## src/rtl/f3m_mult_seq.sv

```systemverilog
// f3m_mult_seq: sequential GF(3^97) multiplier, C = A*B mod (x^97 + x^12 + 2).
// B is consumed most-significant digit first with Horner steps:
//   acc <- acc*x mod P + b_i*A
// Digit encoding: 00=0, 01=1, 10=2 (11 never expected on inputs).
// Build options:
//   `M                   field degree, fixed at 97 here.
//   F3M_MULT_2DIGIT_EN   two chained Horner steps per cycle (49-cycle latency);
//                        undefined gives one step per cycle (97-cycle latency).

`define M 97

package f3m_pkg;
    localparam int M    = `M;
    localparam int W    = 2 * M;
    // x^97 folds to 2*x^12 + 1
    localparam int FOLD = 12;

    // GF(3) addition on 2-bit encoded digits
    function automatic logic [1:0] gf3_add(input logic [1:0] x, input logic [1:0] y);
        logic [2:0] s;
        s = {1'b0, x} + {1'b0, y};
        if (s >= 3'd3)
            s = s - 3'd3;
        return s[1:0];
    endfunction

    // GF(3) multiplication: 1*1=1, 2*2=1, 1*2=2, anything*0=0
    function automatic logic [1:0] gf3_mul(input logic [1:0] x, input logic [1:0] y);
        logic [1:0] r;
        if (x == 2'b00 || y == 2'b00)
            r = 2'b00;
        else if (x == y)
            r = 2'b01;
        else
            r = 2'b10;
        return r;
    endfunction
endpackage

// Combinational multiply-by-x with one reduction. The input must have all
// digits >= 97 zero, so digit 96 is the only one that overflows.
module f3m_mulx
    import f3m_pkg::*;
(
    input  logic [W-1:0] a,
    output logic [W-1:0] y
);
    logic [1:0] top;
    assign top = a[W-1 -: 2];

    for (genvar i = 0; i < M; i++) begin : g_dig
        if (i == 0) begin : g_d0
            // constant term of the fold: 1 * top
            assign y[1:0] = top;
        end else if (i == FOLD) begin : g_dfold
            // x^12 term of the fold: 2 * top added onto the shifted digit
            assign y[2*i +: 2] = gf3_add(a[2*(i-1) +: 2], gf3_mul(2'b10, top));
        end else begin : g_dshift
            assign y[2*i +: 2] = a[2*(i-1) +: 2];
        end
    end
endmodule

// One Horner step: y = acc*x mod P + bd*a, digit-wise in GF(3)
module f3m_horner_step
    import f3m_pkg::*;
(
    input  logic [W-1:0] acc,
    input  logic [W-1:0] a,
    input  logic [1:0]   bd,
    output logic [W-1:0] y
);
    logic [W-1:0] t;

    f3m_mulx u_mulx (
        .a (acc),
        .y (t)
    );

    for (genvar i = 0; i < M; i++) begin : g_mac
        assign y[2*i +: 2] = gf3_add(t[2*i +: 2], gf3_mul(bd, a[2*i +: 2]));
    end
endmodule

module f3m_mult_seq
    import f3m_pkg::*;
(
    input  logic         clk,
    input  logic         reset,
    input  logic         start,
    input  logic [W-1:0] A,
    input  logic [W-1:0] B,
    output logic [W-1:0] C,
    output logic         busy,
    output logic         done
);
    typedef enum logic {IDLE, RUN} state_t;

`ifdef F3M_MULT_2DIGIT_EN
    localparam logic [6:0] CNT_INIT = 7'd48;
`else
    localparam logic [6:0] CNT_INIT = 7'd96;
`endif

    state_t       state;
    logic [W-1:0] ra;
    logic [W-1:0] rb;
    logic [W-1:0] acc;
    logic [W-1:0] acc_nxt;
    logic [6:0]   cnt;

`ifdef F3M_MULT_2DIGIT_EN
    // B extended to 98 digits; the implicit top digit is zero so step
    // pair j=48 starts with a harmless 0*A term.
    logic [W+1:0] rb_ext;
    logic [8:0]   lo_bit;
    logic [1:0]   d_hi;
    logic [1:0]   d_lo;
    logic [W-1:0] t1;

    assign rb_ext = {2'b00, rb};
    assign lo_bit = {cnt, 2'b00};
    assign d_hi   = rb_ext[lo_bit + 9'd2 +: 2];
    assign d_lo   = rb_ext[lo_bit +: 2];

    f3m_horner_step u_step_hi (
        .acc (acc),
        .a   (ra),
        .bd  (d_hi),
        .y   (t1)
    );

    f3m_horner_step u_step_lo (
        .acc (t1),
        .a   (ra),
        .bd  (d_lo),
        .y   (acc_nxt)
    );
`else
    logic [7:0] bit_idx;
    logic [1:0] d_cur;

    assign bit_idx = {cnt, 1'b0};
    assign d_cur   = rb[bit_idx +: 2];

    f3m_horner_step u_step (
        .acc (acc),
        .a   (ra),
        .bd  (d_cur),
        .y   (acc_nxt)
    );
`endif

    // Control FSM: capture operands on start, iterate cnt down to 0, then
    // publish the product with a one-cycle done pulse.
    always_ff @(posedge clk) begin
        if (reset) begin
            state <= IDLE;
            ra    <= '0;
            rb    <= '0;
            acc   <= '0;
            cnt   <= '0;
            C     <= '0;
            busy  <= 1'b0;
            done  <= 1'b0;
        end else begin
            done <= 1'b0;
            case (state)
                IDLE: begin
                    if (start) begin
                        ra    <= A;
                        rb    <= B;
                        acc   <= '0;
                        cnt   <= CNT_INIT;
                        busy  <= 1'b1;
                        state <= RUN;
                    end
                end
                RUN: begin
                    acc <= acc_nxt;
                    if (cnt == 7'd0) begin
                        C     <= acc_nxt;
                        done  <= 1'b1;
                        busy  <= 1'b0;
                        state <= IDLE;
                    end else begin
                        cnt <= cnt - 7'd1;
                    end
                end
                default: state <= IDLE;
            endcase
        end
    end
endmodule
```

## config.mk

```make
export PLATFORM = sky130hd
export DESIGN_NAME = f3m_mult_seq
export DESIGN_NICKNAME = d
export VERILOG_FILES = /design/src/rtl/f3m_mult_seq.sv
export SDC_FILE = /design/constraint.sdc
export NUM_CORES = 2
export LEC_CHECK = 0
export ABC_CLOCK_PERIOD_IN_PS = 4850
export BUFFER_PORTS_ARGS = -buffer_cell sky130_fd_sc_hd__buf_4
export CAP_MARGIN = 20
export CORE_MARGIN = 10
export CORE_UTILIZATION = 50
export DETAILED_ROUTE_END_ITERATION = 8
export GPL_TIMING_DRIVEN = 0
export PLACE_DENSITY = 0.77
export SYNTH_ARGS = -nofsm -noshare
export SYNTH_HDL_FRONTEND = slang
export SYNTH_SLANG_ARGS = --single-unit
```

## constraint.sdc

```tcl
create_clock -name clk -period 4.85 [get_ports clk]
set_input_delay 0.485 -clock clk [delete_from_list [all_inputs] [get_ports clk]]
set_output_delay 0.485 -clock clk [all_outputs]
set_load 0.05 [all_outputs]
```

After elaboration in Yosys (flattened, before gate mapping)

Cells that the tools add are included.

Register bits: 786
Input bits: 391
Output and inout bits: 196
Logic and storage cells: 914

$add $sub $neg: 197
Order comparisons: 98
Eq/ne operators: 101
Shift-type cells: 1
Mux-type cells: 306
Bitwise gates (word level): 1
Reductions and logical operators: 202

Operators by type and width:

| kind                                                                                 | number |
|---|---|
| 2-bit 2-to-1 mux                                                                     | 294 |
| 194-bit one-hot mux with 2 select lines                                              | 1 |
| 2-bit by 2-bit adder with 3-bit output                                               | 98 |
| 3-bit by 2-bit greater-or-equal comparator with 1-bit output (second input constant) | 98 |
| 2-bit zero test                                                                      | 99 |
| 2-bit subtractor (second input constant)                                             | 98 |
| 2-bit == test                                                                        | 97 |
| 194-bit 2-to-1 mux                                                                   | 1 |
| 194-bit by 9-bit variable part select with 2-bit output                              | 1 |
| 1-bit logical OR                                                                     | 97 |
| 7-bit 2-to-1 mux                                                                     | 2 |
| 7-bit one-hot mux with 2 select lines                                                | 1 |
| 2-bit AND reduction                                                                  | 4 |
| 7-bit zero test                                                                      | 1 |
| 7-bit by 1-bit subtractor with 7-bit output (second input constant)                  | 1 |
| 1-bit 2-to-1 mux                                                                     | 5 |
| 2-bit != test (second input constant)                                                | 2 |
| 1-bit one-hot mux with 2 select lines                                                | 2 |
| 2-bit == test (first input constant)                                                 | 1 |
| 2-bit by 1-bit != test with 1-bit output (second input constant)                     | 1 |
| 2-bit OR reduction                                                                   | 1 |
| 1-bit inverter                                                                       | 1 |

Logic depth before layout (Yosys ltp)

Depth in word-level cells: 10
Gate-level depth with buffers: 24

Cells and area by module

From an unflattened synthesis, not the netlist that was laid out.

Cell total of the unflattened synthesis: 5503
Area total of the unflattened synthesis: 43719.4 um^2

Modules (own cells, without submodules):

| module          | times used | cells an instance | area an instance (um^2) | sequential area each (um^2) |
|---|---|---|---|---|
| f3m_mult_seq    | 1          | 3589              | 29249.3                 | 15735.1 |
| f3m_horner_step | 1          | 1709              | 12912.4                 | 0.0 |
| f3m_mulx        | 1          | 205               | 1557.7                  | 0.0 |

Least setup slack after synthesis

OpenSTA, ideal clock, no wires.

Kind: register -> register
Start: register cnt[0]
End: register C[104]
Setup time: 78 ps
Arrival: 4272 ps
Data required time: 4772 ps
Path slack: 500 ps
Stages on the path, launching flop included: 20
Path buffers: 5
Path through: dfxtp_1 buf_2 buf_4 mux4_2 o22ai_1 nor2_1 a2111oi_1 a41oi_1 buf_2 buf_4 buf_4 xnor2_1 a32o_1 ha_1 fa_1 ha_1 or3_1 a21oi_1 nor2_1 nor3_1

Word-level cells in the longest chain between the ends: 7

RTL lines:

| element                                                                                                 | line   | RTL |
|---|---|---|
| start, declared                                                                                         | 110    | `logic [6:0] cnt;` |
| start signal, assigned                                                                                  | 187    | `cnt <= cnt - 7'd1;` |
| 194-bit by 9-bit variable part select with 2-bit output                                                 | 144    | `assign d_cur = rb[bit_idx +: 2];` |
| 2-bit == test / 2-bit zero test (equally long branches)                                                 | 32, 30 |  |
| 2-bit 2-to-1 mux / 1-bit logical OR (equally long branches)                                             | 32, 30 |  |
| 2-bit 2-to-1 mux                                                                                        | 30     | `if (x == 2'b00 \|\| y == 2'b00)` |
| 2-bit by 2-bit adder with 3-bit output                                                                  | 21     | `s = {1'b0, x} + {1'b0, y};` |
| 3-bit by 2-bit greater-or-equal comparator with 1-bit output / 2-bit subtractor (equally long branches) | 22, 23 |  |
| 2-bit 2-to-1 mux                                                                                        | 22     | `if (s >= 3'd3)` |
| end signal, assigned                                                                                    | 182    | `C <= acc_nxt;` |
| end, declared                                                                                           | 93     | `output logic [W-1:0] C,` |

Parallel ways exist; a longest one is shown, timed or not.
A chain may end at the register's enable or synchronous reset.

Worst setup path in the final report

Start: register cnt[0]
End: register acc[106]

Word-level cells in the longest chain between the ends: 8

RTL lines:

| element                                                                                                 | line   | RTL |
|---|---|---|
| 194-bit by 9-bit variable part select with 2-bit output (*)                                             | 144    |  |
| 2-bit == test / 2-bit zero test (equally long branches)                                                 | 32, 30 |  |
| 2-bit 2-to-1 mux / 1-bit logical OR (equally long branches)                                             | 32, 30 |  |
| 2-bit 2-to-1 mux (*)                                                                                    | 30     |  |
| 2-bit by 2-bit adder with 3-bit output (*)                                                              | 21     |  |
| 3-bit by 2-bit greater-or-equal comparator with 1-bit output / 2-bit subtractor (equally long branches) | 22, 23 |  |
| 2-bit 2-to-1 mux (*)                                                                                    | 22     |  |
| 194-bit one-hot mux with 2 select lines (*)                                                             | 168    | `case (state)` |
| end signal, assigned                                                                                    | 180    | `acc <= acc_nxt;` |
| end, declared                                                                                           | 108    | `logic [W-1:0] acc;` |

Every way passes the cells marked *; elsewhere a longest branch is shown, timed or not.

==> results by group <==
Setup path
  – Critical path class: flop to flop
  – Cells along the critical path: buf_12 > buf_12 > mux4_2 > o22ai_1 > nor2_1 > a2111oi_4 > a41oi_4 > buf_6 > buf_8 > buf_8 > xnor2_1 > a32o_1 > ha_1 > fa_1 > ha_1 > nor2_1 > o21ai_0 > a21oi_1 > nor2_1
  – CP max FO: 11
  – Slowest stage delay, CP: 580 ps
  – Most frequent CP cell: nor2_1
  – Data required, critical path: 5440 ps
  – Data arrival time of the worst path: 5430 ps
  – Delay-heaviest family, CP: compound AO/OA/AOI/OAI gates
  – Reg-to-Reg Start: cnt[0]
  – Flop2flop setup slack: 10 ps
  – Worst R2R Path Depth: 19
  – Startpoint Class: flop
  – Crit-path slowest cell: mux4_2
  – Crit path buf inv count: 5
  – R2r endpoint: acc[106]
  – Setup crit end kind: flop

STA
  – WHS: 71.0 ps
  – Worst clock skew: 37.4 ps
  – Peak Freq: 207 MHz
  – Minimum clock period: 4840 ps
  – Post-route setup slack: 13.1 ps
  – Endpoints failing setup: 0
  – Fin. max-slew vios: 0
  – Final hold viol count: 0
  – Final Cycle Share: 0.997
  – Worst Tran Pin Value: 1250 ps
  – Slew HR: 0.165

Drt
  – Drt wl/cell: 23.9 µm
  – Vias per cell: 5.94
  – Starting DRC count in detailed routing: 4196
  – Final ANT Viol Nets: 0
  – Drt drc: 0
  – Post-Route WL: 162000 µm
  – First-pass DRT Iterations: 6
  – Vias: 40226

Global route
  – Largest net degree at the start of global routing: 15
  – Antenna violations before repair: 3
  – Vias in the first global route: 38530
  – Grt ovf: 0
  – All-layer global routing usage: 0.326
  – Global-route wire length before repair: 234000 µm

Clocking
  – Worst skew pair latency: 660 ps
  – CTS Sinks: 786
  – Clk slew on worst S/H paths: 60 ps
  – Maximum buffer depth of the clock tree: 3
  – H-tree levels: 3
  – CTS tree: yes
  – CTS Buf Count: 84
  – CTS Root Cell: clkbuf_16
  – Post-CTS Hold Fix Bufs: 0

Synthesis
  – Synth Cell Area: 40800 µm²
  – FFs w/ async S/R, synth: 0
  – Ys flop type: dfxtp_1
  – YS warnings: 0
  – Post-synthesis cell type count: 53
  – Sequential area share after synthesis: 0.386
  – Synth Register Bits: 786
  – Net Count, Synth: 5622
  – Synth top area cells: dfxtp_1 39%, nand2_1 10%, a21oi_1 9.4%
  – Cells after synthesis: 4935
  – Synth top area share: 0.386
  – Area leader, netlist: dfxtp_1
  – Number of synthesized flops with an enable pin: 0
  – Mean Syn Cell Area: 8.27 µm²

Cells and area
  – Layout cells sized above 1: 0.192
  – Final nets: 6328
  – Syn-to-layout area delta: 25.5%
  – Area of the multi-input gates: 24200 µm²
  – Filler cell count in the final layout: 6856
  – Register Area: 15700 µm²
  – Post-layout util: 0.635
  – Non-Filler Instances: 6768

Floorplan
  – Io pins: 587
  – Initial Util: 0.506
  – Die area: 93400 µm²
  – # rows: 104
  – Die X: 306 µm
  – Die Y: 306 µm
  – Core area: 80700 µm²

Power and ir drop
  – Leakage: 20.3 nW
  – Worst VDD drop: 0.000351 V
  – Cell area power density: 421 nW/µm²

Job
  – Max-cap viol count: 0

Hold path
  – Worst hold stages: 3
  – HP Start: A[157]
  – HP Class: input port to flop
  – Endpoint, Worst Hold: ra[157]

Placed design
  – Pre-CTS setup slack: -1460 ps
  – Port Buffers: 584
  – Routability congestion estimate: 0.946
  – Placed Cells incl. Taps: 6584
  – Post-DP HPWL: 121000 µm

Run status
  – Status: complete, no violations
[state kept, by name, summed over array words and instances (netlist names)]
signal,count
C,194
acc,194
busy,1
cnt,7
done,1
ra,194
rb,194
state,1
[worst max path at each step]
stage,startpoint,endpoint,slack (ps),depth (start not counted)
final,cnt[0],acc[106],10,19
after global routing,cnt[0],C[189],-120,18
after CTS,cnt[0],C[132],-0.3,20
after detailed placement,cnt[2],C[151],-1460,20
after global placement,cnt[2],C[34],-1480,17
after floorplan,cnt[0],C[104],500,19
[per-stage QoR]
stage	instance area, µm²	total power, mW	TNS [ps]
2_1_floorplan	40800	11.3	0
3_3_place_gp	46500	13.6	-420560
3_5_place_dp	46600	13.8	-426070
4_1_cts	50200	20.9	-0.340
5_1_grt	51200	22.2	-2720
6_report	51200	21.5	0
[worst register-to-register path: stages, from the launching register on]
cell and delay, ps:
dfxtp_2 350, buf_12 160, buf_12 160, mux4_2 590
o22ai_1 200, nor2_1 100, a2111oi_4 380, a41oi_4 100
buf_6 180, buf_8 160, buf_8 200, xnor2_1 150
a32o_1 270, ha_1 190, fa_1 530, ha_1 200
nor2_1 70, o21ai_0 530, a21oi_1 160, nor2_1 110
[cell families after synthesis]
group | Yosys count | share of synthesized area
buffers and inverters | 454 | 0.0449
and+or+nand+nor | 2056 | 0.231
muxes | 59 | 0.0292
xor gates and xnor gates | 194 | 0.0416
adders and majority gates | 296 | 0.109
DFF | 786 | 0.386
AOI/OAI and AO/OA | 1090 | 0.159
[layout make-up]
class                           instances  area share
Antenna cell                            4    0.000196
Buffer                                353      0.0362
Clock buffer                          112      0.0465
Clock inverter                         37     0.00978
Inverter                               99     0.00726
Multi-Input combinational cell       3695       0.472
Sequential cell                       786       0.307
Tap cell                             1060      0.0259
Timing Repair Buffer                  622      0.0949
[cell usage after synthesis (5+ instances only)]
master / instances
nand3b_1: 45
mux2i_1: 10
nor3b_1: 142
a21oi_1: 770
o32a_1: 16
nand3_1: 8
buf_2: 27
dfxtp_1: 786
clkbuf_1: 292
or3b_2: 51
nand2b_1: 6
a31oi_1: 5
o22ai_1: 9
fa_1: 98
ha_1: 198
mux4_2: 48
nand2_1: 1096
o211ai_1: 156
nor2_1: 341
xor2_1: 67
nor2b_1: 104
xnor2_1: 127
buf_4: 11
nor3_1: 171
inv_1: 98
a32o_1: 97
o21ai_0: 22
or3_1: 78
buf_1: 18
buf_6: 7
[metal layers]
| layer | vias to the layer above | routed length [µm] | global-route usage |
|---|---|---|---|
| li1 | 18397 | - | - |
| met1 | 19109 | 59000 | 0.378 |
| met2 | 2215 | 73000 | 0.526 |
| met3 | 505 | 18300 | 0.0939 |
| met4 | 0 | 11300 | 0.207 |
| met5 | - | 0 | 0 |
[power breakdown]
part	internal [mW]	leakage (nW)	switching, mW
Sequential	6.91	6.41	0.348
Combinational	2.59	12.5	4.85
Clock	4.03	1.42	2.81
[layout by cell type (no fill, tap or decap), drive strengths merged, types with 3 or more instances in the layout]
cell and instances:
a21oi 771, a311oi 3, a31oi 5, a32o 97, buf 684, bufinv 11
clkbuf 403, clkinv 17, clkinvlp 4, dfxtp 786, diode 4, fa 98
ha 198, inv 104, mux2i 10, mux4 48, nand2 1096, nand2b 6
nand3 8, nand3b 45, nor2 341, nor2b 105, nor3 171, nor3b 142
nor4 3, o211ai 156, o21ai 22, o22ai 9, o32a 16, or2 3
or3 78, or3b 51, xnor2 127, xor2 67
[timing repair]
action / in CTS / in global routing
pin swaps: 19 / 53
gates cloned: 2 / 3
setup endpoints to repair: 388 / 338
buffers inserted: 5 / 23
resized for setup: 167 / 182
No activity file was read; power rests on OpenSTA's default activity.
